--- src/rtl/result_uart_tx.sv ---
// result_uart_tx
//   Sends the CPU's 16-bit final result over a UART line once the CPU halts.
//   A rising edge on halted captures result into a shadow register. The block
//   then sends two back-to-back 8N1 frames: the high byte first, then the low
//   byte. Each bit lasts CLKS_PER_BIT clocks.
//
//   Ports
//     clk     system clock; all state changes on its rising edge
//     reset   asynchronous, active-low reset
//     halted  CPU halt flag; a rising edge requests a transmission
//     result  CPU final result, sampled on the halted rising edge
//     tx      UART serial line, idle high, driven from a flop
//     busy    high while the frame pair is being sent
//     done    high after both bytes are sent, until halted is seen low
//
//   state | meaning
//   IDLE  | line idle (tx=1), waiting for a halted rising edge
//   START | sending the start bit (0) of the current byte
//   DATA  | sending data bit bit_idx of the current byte, LSB first
//   STOP  | sending the stop bit (1); then the next byte or back to IDLE
module result_uart_tx #(
    parameter int CLKS_PER_BIT = 868
) (
    input  logic        clk,
    input  logic        reset,
    input  logic        halted,
    input  logic [15:0] result,
    output logic        tx,
    output logic        busy,
    output logic        done
);

    localparam logic [15:0] BAUD_TC = 16'(CLKS_PER_BIT - 1);

    typedef enum logic [1:0] {IDLE, START, DATA, STOP} state_t;

    state_t      state, state_n;
    logic [15:0] baud_cnt, baud_cnt_n;
    logic [2:0]  bit_idx, bit_idx_n;
    logic        byte_sel, byte_sel_n;
    logic [15:0] shadow, shadow_n;
    logic        halted_prev;
    logic        tx_n, busy_n, done_n;

    logic        trigger;
    logic        baud_tc;
    logic [7:0]  cur_byte;
    logic [2:0]  nxt_idx;

    assign trigger  = halted & ~halted_prev & ~busy;
    assign baud_tc  = (baud_cnt == BAUD_TC);
    assign cur_byte = byte_sel ? shadow[7:0] : shadow[15:8];
    assign nxt_idx  = bit_idx + 3'd1;

    always_ff @(posedge clk or negedge reset) begin
        if (!reset) begin
            state       <= IDLE;
            baud_cnt    <= '0;
            bit_idx     <= '0;
            byte_sel    <= 1'b0;
            shadow      <= '0;
            halted_prev <= 1'b0;
            tx          <= 1'b1;
            busy        <= 1'b0;
            done        <= 1'b0;
        end else begin
            state       <= state_n;
            baud_cnt    <= baud_cnt_n;
            bit_idx     <= bit_idx_n;
            byte_sel    <= byte_sel_n;
            shadow      <= shadow_n;
            halted_prev <= halted;
            tx          <= tx_n;
            busy        <= busy_n;
            done        <= done_n;
        end
    end

    // Next-state and next-output logic. The tx, busy and done outputs are the
    // registered versions of tx_n, busy_n and done_n, so tx is glitch-free.
    always_comb begin
        state_n    = state;
        baud_cnt_n = baud_cnt;
        bit_idx_n  = bit_idx;
        byte_sel_n = byte_sel;
        shadow_n   = shadow;
        tx_n       = tx;
        busy_n     = busy;
        done_n     = done;

        case (state)
            IDLE: begin
                tx_n = 1'b1;
                if (trigger) begin
                    state_n    = START;
                    shadow_n   = result;
                    baud_cnt_n = '0;
                    bit_idx_n  = '0;
                    byte_sel_n = 1'b0;
                    busy_n     = 1'b1;
                    done_n     = 1'b0;
                    tx_n       = 1'b0;
                end else if (!halted) begin
                    done_n = 1'b0;
                end
            end

            START: begin
                if (baud_tc) begin
                    state_n    = DATA;
                    baud_cnt_n = '0;
                    bit_idx_n  = '0;
                    tx_n       = cur_byte[0];
                end else begin
                    baud_cnt_n = baud_cnt + 16'd1;
                end
            end

            DATA: begin
                if (baud_tc) begin
                    baud_cnt_n = '0;
                    if (bit_idx == 3'd7) begin
                        state_n = STOP;
                        tx_n    = 1'b1;
                    end else begin
                        bit_idx_n = nxt_idx;
                        tx_n      = cur_byte[nxt_idx];
                    end
                end else begin
                    baud_cnt_n = baud_cnt + 16'd1;
                end
            end

            STOP: begin
                if (baud_tc) begin
                    baud_cnt_n = '0;
                    if (!byte_sel) begin
                        // The low byte's start bit follows with no idle gap.
                        state_n    = START;
                        byte_sel_n = 1'b1;
                        tx_n       = 1'b0;
                    end else begin
                        state_n = IDLE;
                        busy_n  = 1'b0;
                        done_n  = 1'b1;
                        tx_n    = 1'b1;
                    end
                end else begin
                    baud_cnt_n = baud_cnt + 16'd1;
                end
            end

            default: begin
                state_n = IDLE;
                busy_n  = 1'b0;
                tx_n    = 1'b1;
            end
        endcase
    end

endmodule
--- config.mk ---
export PLATFORM = sky130hd
export DESIGN_NAME = result_uart_tx
export DESIGN_NICKNAME = d
export VERILOG_FILES = /design/src/rtl/result_uart_tx.sv
export SDC_FILE = /design/constraint.sdc
export NUM_CORES = 1
export LEC_CHECK = 0
export ABC_AREA = 1
export BUFFER_PORTS_ARGS = -buffer_cell sky130_fd_sc_hd__buf_2
export CORE_MARGIN = 3
export CORE_UTILIZATION = 60
export DETAILED_ROUTE_END_ITERATION = 16
export PLACE_DENSITY = 0.8
export REMOVE_ABC_BUFFERS = 1
export SLEW_MARGIN = 0
export SYNTH_ARGS = -nofsm -noshare
export SYNTH_HDL_FRONTEND = slang
export SYNTH_SLANG_ARGS = --single-unit
--- constraint.sdc ---
create_clock -name clk -period 4.2 [get_ports clk]
set_input_delay 0.84 -clock clk [delete_from_list [all_inputs] [get_ports clk]]
set_output_delay 0.84 -clock clk [all_outputs]
set_load 0.01 [all_outputs]
* After elaboration in Yosys (flattened, before gate mapping)
Cells that the tools add are included.
** Storage, ports and cells
- Output and inout bits :: 3
- Memory bits (writable) :: 0
- Bits in read-only memories :: 0
- Bits in registers :: 42
- Logic and storage cells :: 77
- Latch bits :: 0
- Memories :: 0
** Cells by class
- Multiply operators :: 0
- Divide/modulo/power cells :: 0
- Eq/ne operators :: 13
- Bitwise logic cells :: 4
- Shift operators :: 0
- Mux-type cells :: 37
- $lt $le $gt $ge :: 1
- Reduce and logical (&&, ||, !) cells :: 11
- $add $sub $neg :: 2
** Operator list (count)
- 2-to-1 mux 16 bit :: 2
- one-hot mux 16 bit (2 select lines) :: 1
- 2-to-1 mux 1 bit :: 17
- adder 16 x 1 -> 16 bit (second input constant) :: 1
- == test 16 x 10 -> 1 bit (second input constant) :: 1
- != test 2 bit (second input constant) :: 7
- 2-to-1 mux 3 bit :: 4
- 2-to-1 mux 2 bit :: 5
- AND reduction 5 bit :: 2
- one-hot mux 3 bit (3 select lines) :: 1
- 2-to-1 mux 8 bit :: 1
- one-hot mux 2 bit (4 select lines) :: 1
- AND reduction 4 bit :: 2
- one-hot mux 1 bit (2 select lines) :: 3
- AND reduction 3 bit :: 2
- == test 2 bit (second input constant) :: 2
- less-than comparator 3 x 4 -> 1 bit (second input constant) :: 1
- one-hot mux 1 bit (4 select lines) :: 1
- adder 3 x 1 -> 3 bit (second input constant) :: 1
- binary-select mux 1 bit (select 3 bit) :: 1
- == test 3 bit (second input constant) :: 1
- != test 3 bit (second input constant) :: 1
- nonzero test 3 bit :: 1
- OR reduction 3 bit :: 1
- 6 further kinds :: 8

* Depth between registers and ports, before layout
- Depth in word-level cells :: 6
- Mapped depth :: 11

* Worst setup path before layout
Ideal clock, no wire load.
- Path kind :: in2reg
- Start point :: in halted
- End point :: reg busy
- Slack :: 2.510 ns
- Stages on the path :: 8
- Data arrival time :: 1.562 ns
- Setup time :: 0.129 ns
- Path through :: nand3_2 -> nand2_4 -> inv_2 -> buf_6 -> a21oi_1 -> nand2_1 -> o21ai_1 -> o21ai_1
** Between the ends
- Longest elaborated chain between the ends :: 4
** Ends and longest elaborated chain
- start, declared :: line 26 : input logic halted,
- bitwise AND 1 bit (2 in a row) :: line 50 : assign trigger = halted & ~halted_prev & ~busy;
- != test 2 bit (no line)
- AND reduction 4 bit (no line)
- end signal, assigned :: line 74 : busy <= busy_n;
- end, declared :: line 29 : output logic busy,
Every way passes these cells.
A chain may end at the register's enable or synchronous reset.

* Worst setup path in the final report
- Start point :: reg state[1]
- End point :: reg byte_sel
** Between the ends
- Longest elaborated chain between the ends :: 3
- Elaborated cells between the ends (all ways) :: 7
- Classes of those cells :: eq/ne: 3; mux: 1; reduce/logical: 3
** Ends and longest elaborated chain
- start, declared :: line 37 : state_t state, state_n;
- start signal, assigned :: line 67 : state <= state_n;
- == test 2 bit or zero test 2 bit (tied branches) :: line 91 : case (state)
- != test 2 bit (no line) or nonzero test 2 bit (tied branches)
- AND reduction 3 bit (no line)
- end signal, assigned :: line 70 : byte_sel <= byte_sel_n;
- end, declared :: line 40 : logic byte_sel, byte_sel_n;
Several ways; a longest one is shown, not always the timed one.

==> results.py <==
metrics = {
    "layout": {
        "fin_nets": 359,
        "mostFrequentLayoutCell": "nand2_1",
        "syn_to_final_growth_pct": 8.81,
        "diodes": 0,
        "drive_above_1_share": 0.219,
        "final_cell_mix": "85 x nand2_1, 41 x dfrtp_1, 34 x inv_1, 23 x nand3_1, 21 x buf_2",
        "fin_cells": 381,
    },
    "timing": {
        "max_freq_ghz": 0.536,
        "hold_viol": 0,
        "min_period_ns": 1.87,
        "fin_ws_ns": 2.33,
        "relSlewSlack": 0.383,
        "maxSlewViolCount": 0,
        "finalSetupTns_ns": 0,
        "rsz0062_at_grt": "false",
        "hold_ws_ns": 0.468,
        "skew_ns": 0.00428,
        "period_share": 0.445,
        "setup_viol": 0,
        "worstMarginPinSlew_ns": 0.926,
    },
    "yosys": {
        "ys_ff_latch": 42,
        "async_flop_share": 1.00,
        "syn_avg_cell_area_um2": 7.99,
        "synth.area.mux_share": 0,
        "synth-edff-count": 0,
        "ys_warn_count": 0,
        "yosys.area_share.simple": 0.336,
        "synth-adder-area-share": 0.0405,
        "synth.cell_area_mm2": 0.00247,
        "synthXorXnorAreaFrac": 0,
        "ys_seq_area_frac": 0.426,
        "synth_compound_area_frac": 0.114,
        "synth_top_family_by_area": "simple AND/OR/NAND/NOR gates",
        "syn_inst": 309,
        "ys_types": 34,
        "synth_flop_cell": "dfrtp_1",
    },
    "grt": {
        "grt_max_degree": 43,
        "first_global_vias": 1917,
        "grt_use_total": 0.213,
        "grt_first_pass_wirelength_mm": 8.61,
        "grt-ovfl-total": 0,
        "antenna_found_initial": 0,
    },
    "place": {
        "place_ws_ns": 2.21,
        "port_buffers": 21,
        "placed_cells": 373,
        "dp_hpwl_mm": 3.68,
        "gp_congestion": 0.920,
    },
    "critical_path": {
        "crit_required_ns": 4.37,
        "cp_max_fo": 29,
        "start_kind": "flop",
        "r2r_start": "state[1]",
        "arrival_ns": 2.04,
        "ff2ff_setup_slack_ns": 2.33,
        "worstSetupPathType": "flop to flop",
        "end_kind": "flop",
        "r2r_cells": 8,
        "r2r_end": "byte_sel",
    },
    "hold_path": {
        "worstHoldPathCells": 2,
        "hold_class": "flop to flop",
        "whs_endpoint": "tx",
        "hold_start": "tx",
    },
    "clock_network": {
        "clockBufferDepth": 2,
        "cts_tree": "done",
        "clk_pin_slew_ns": 0.08,
        "cts.root.buffer_cell": "clkbuf_8",
        "clock_sinks": 42,
        "postCtsHoldBufs": 0,
        "numCtsBuffers": 5,
        "cts_setup_buffers": 0,
        "cts_resized": 0,
        "htree_levels": 2,
        "worstSkewPairLatency_ns": 0.29,
    },
    "floorplan": {
        "rows": 22,
        "start_util": 0.646,
        "core_area_mm2": 0.00383,
        "die_h_um": 70.2,
        "die_area_mm2": 0.00492,
        "io_pins": 22,
        "die_w_um": 70.2,
    },
    "power_and_ir_drop": {
        "ir_drop_mv": 0.193,
        "p_total_w": 0.000690,
        "powerDensity_mw_per_mm2": 257,
        "leakage_nw": 1.30,
    },
    "detailed_routing": {
        "dr.pass1.iters": 4,
        "remaining_drc_errors": 0,
        "post_drt_wl_per_cell_um": 13.0,
        "ant_nets": 0,
        "totalWireLength_mm": 4.95,
        "num_vias": 2107,
        "vias_per_cell": 5.53,
        "first_iter_violations": 156,
    },
    "run_status": {
        "status": "complete, no violations",
    },
    "run": {
        "maxCapViolations": 0,
    },
}
-- synthesized netlist by cell type, types with 2 or more instances --
master    n  area, um2
nand2_1  85        319
dfrtp_1  41       1030
inv_1    34        128
nand3_1  23        115
o21ai_0  19       95.1
nor2_1   16       60.1
a21oi_1  10       50.1
nor3_1    9       45.0
ha_1      8        100
nand2_2   8       50.1
inv_2     7       26.3
nor3_2    7       70.1
o21ai_1   7       35.0
buf_4     4       30.0
nand3_2   4       40.0
nand4_1   4       25.0
a21oi_2   2       17.5
nor2_2    2       12.5
nor2_4    2       22.5
nor3_4    2       32.5
o21ai_2   2       17.5
-- state kept, by name, summed over array words and instances, names as in the netlist --
| signal | flops |
|---|---|
| shadow | 16 |
| done | 1 |
| busy | 1 |
| state | 2 |
| baud_cnt | 16 |
| bit_idx | 3 |
| halted_prev | 1 |
| tx | 1 |
| byte_sel | 1 |
-- worst max-delay path: stages (launching register included) --
cell and delay [ns]:
dfrtp_1 0.41, inv_1 0.16, ha_1 0.33, inv_2 0.09
nor2_1 0.11, buf_4 0.27, inv_1 0.18, nor2_1 0.14
a21oi_1 0.06
-- final cells by class --
cell class | instances | area (um2)
well taps | 48 | 60.1
inverters | 42 | 160
multi-input cells | 219 | 1210
fillers | 317 | 1140
repair buffers | 22 | 113
clock buffers | 7 | 86.3
flip-flops and latches | 42 | 1050
clock inverters | 1 | 5.00
-- cells by family after synthesis --
kind of cell	after synthesis
and+or+nand+nor	165
buffers and inverters	48
AOI/OAI and AO/OA	46
DFF	42
adders and majority gates	8
-- power breakdown --
group / internal [W] / leakage [nW] / total, W / switching, W
combinational: 0.00000617 / 0.781 / 0.0000168 / 0.0000106
clock: 0.000133 / 0.0482 / 0.000269 / 0.000136
sequential: 0.000404 / 0.473 / 0.000405 / 0.000000155
-- per-stage QoR --
stage / util / area [um2]
floorplan: - / 2420
global placement: 0.679 / 2600
detailed placement: 0.679 / 2600
CTS: 0.702 / 2690
global route: 0.702 / 2690
finish: 0.702 / 2690
-- routing by layer --
layer,wire length [um],vias up,global-route usage
met2,2150,71,0.321
li1,-,1041,-
met4,63,0,0.0489
met3,318,9,0.0475
met1,2420,986,0.313
met5,0,-,0
-- worst max path at each step --
stage	start	cells after the start	to
after floorplan	halted	7	tx
after global placement	halted	8	bit_idx[0]
after detailed placement	halted	8	bit_idx[0]
after CTS	state[1]	10	tx
after global routing	state[0]	10	tx
final	state[1]	8	byte_sel
No activity file was read; power rests on OpenSTA's default activity.
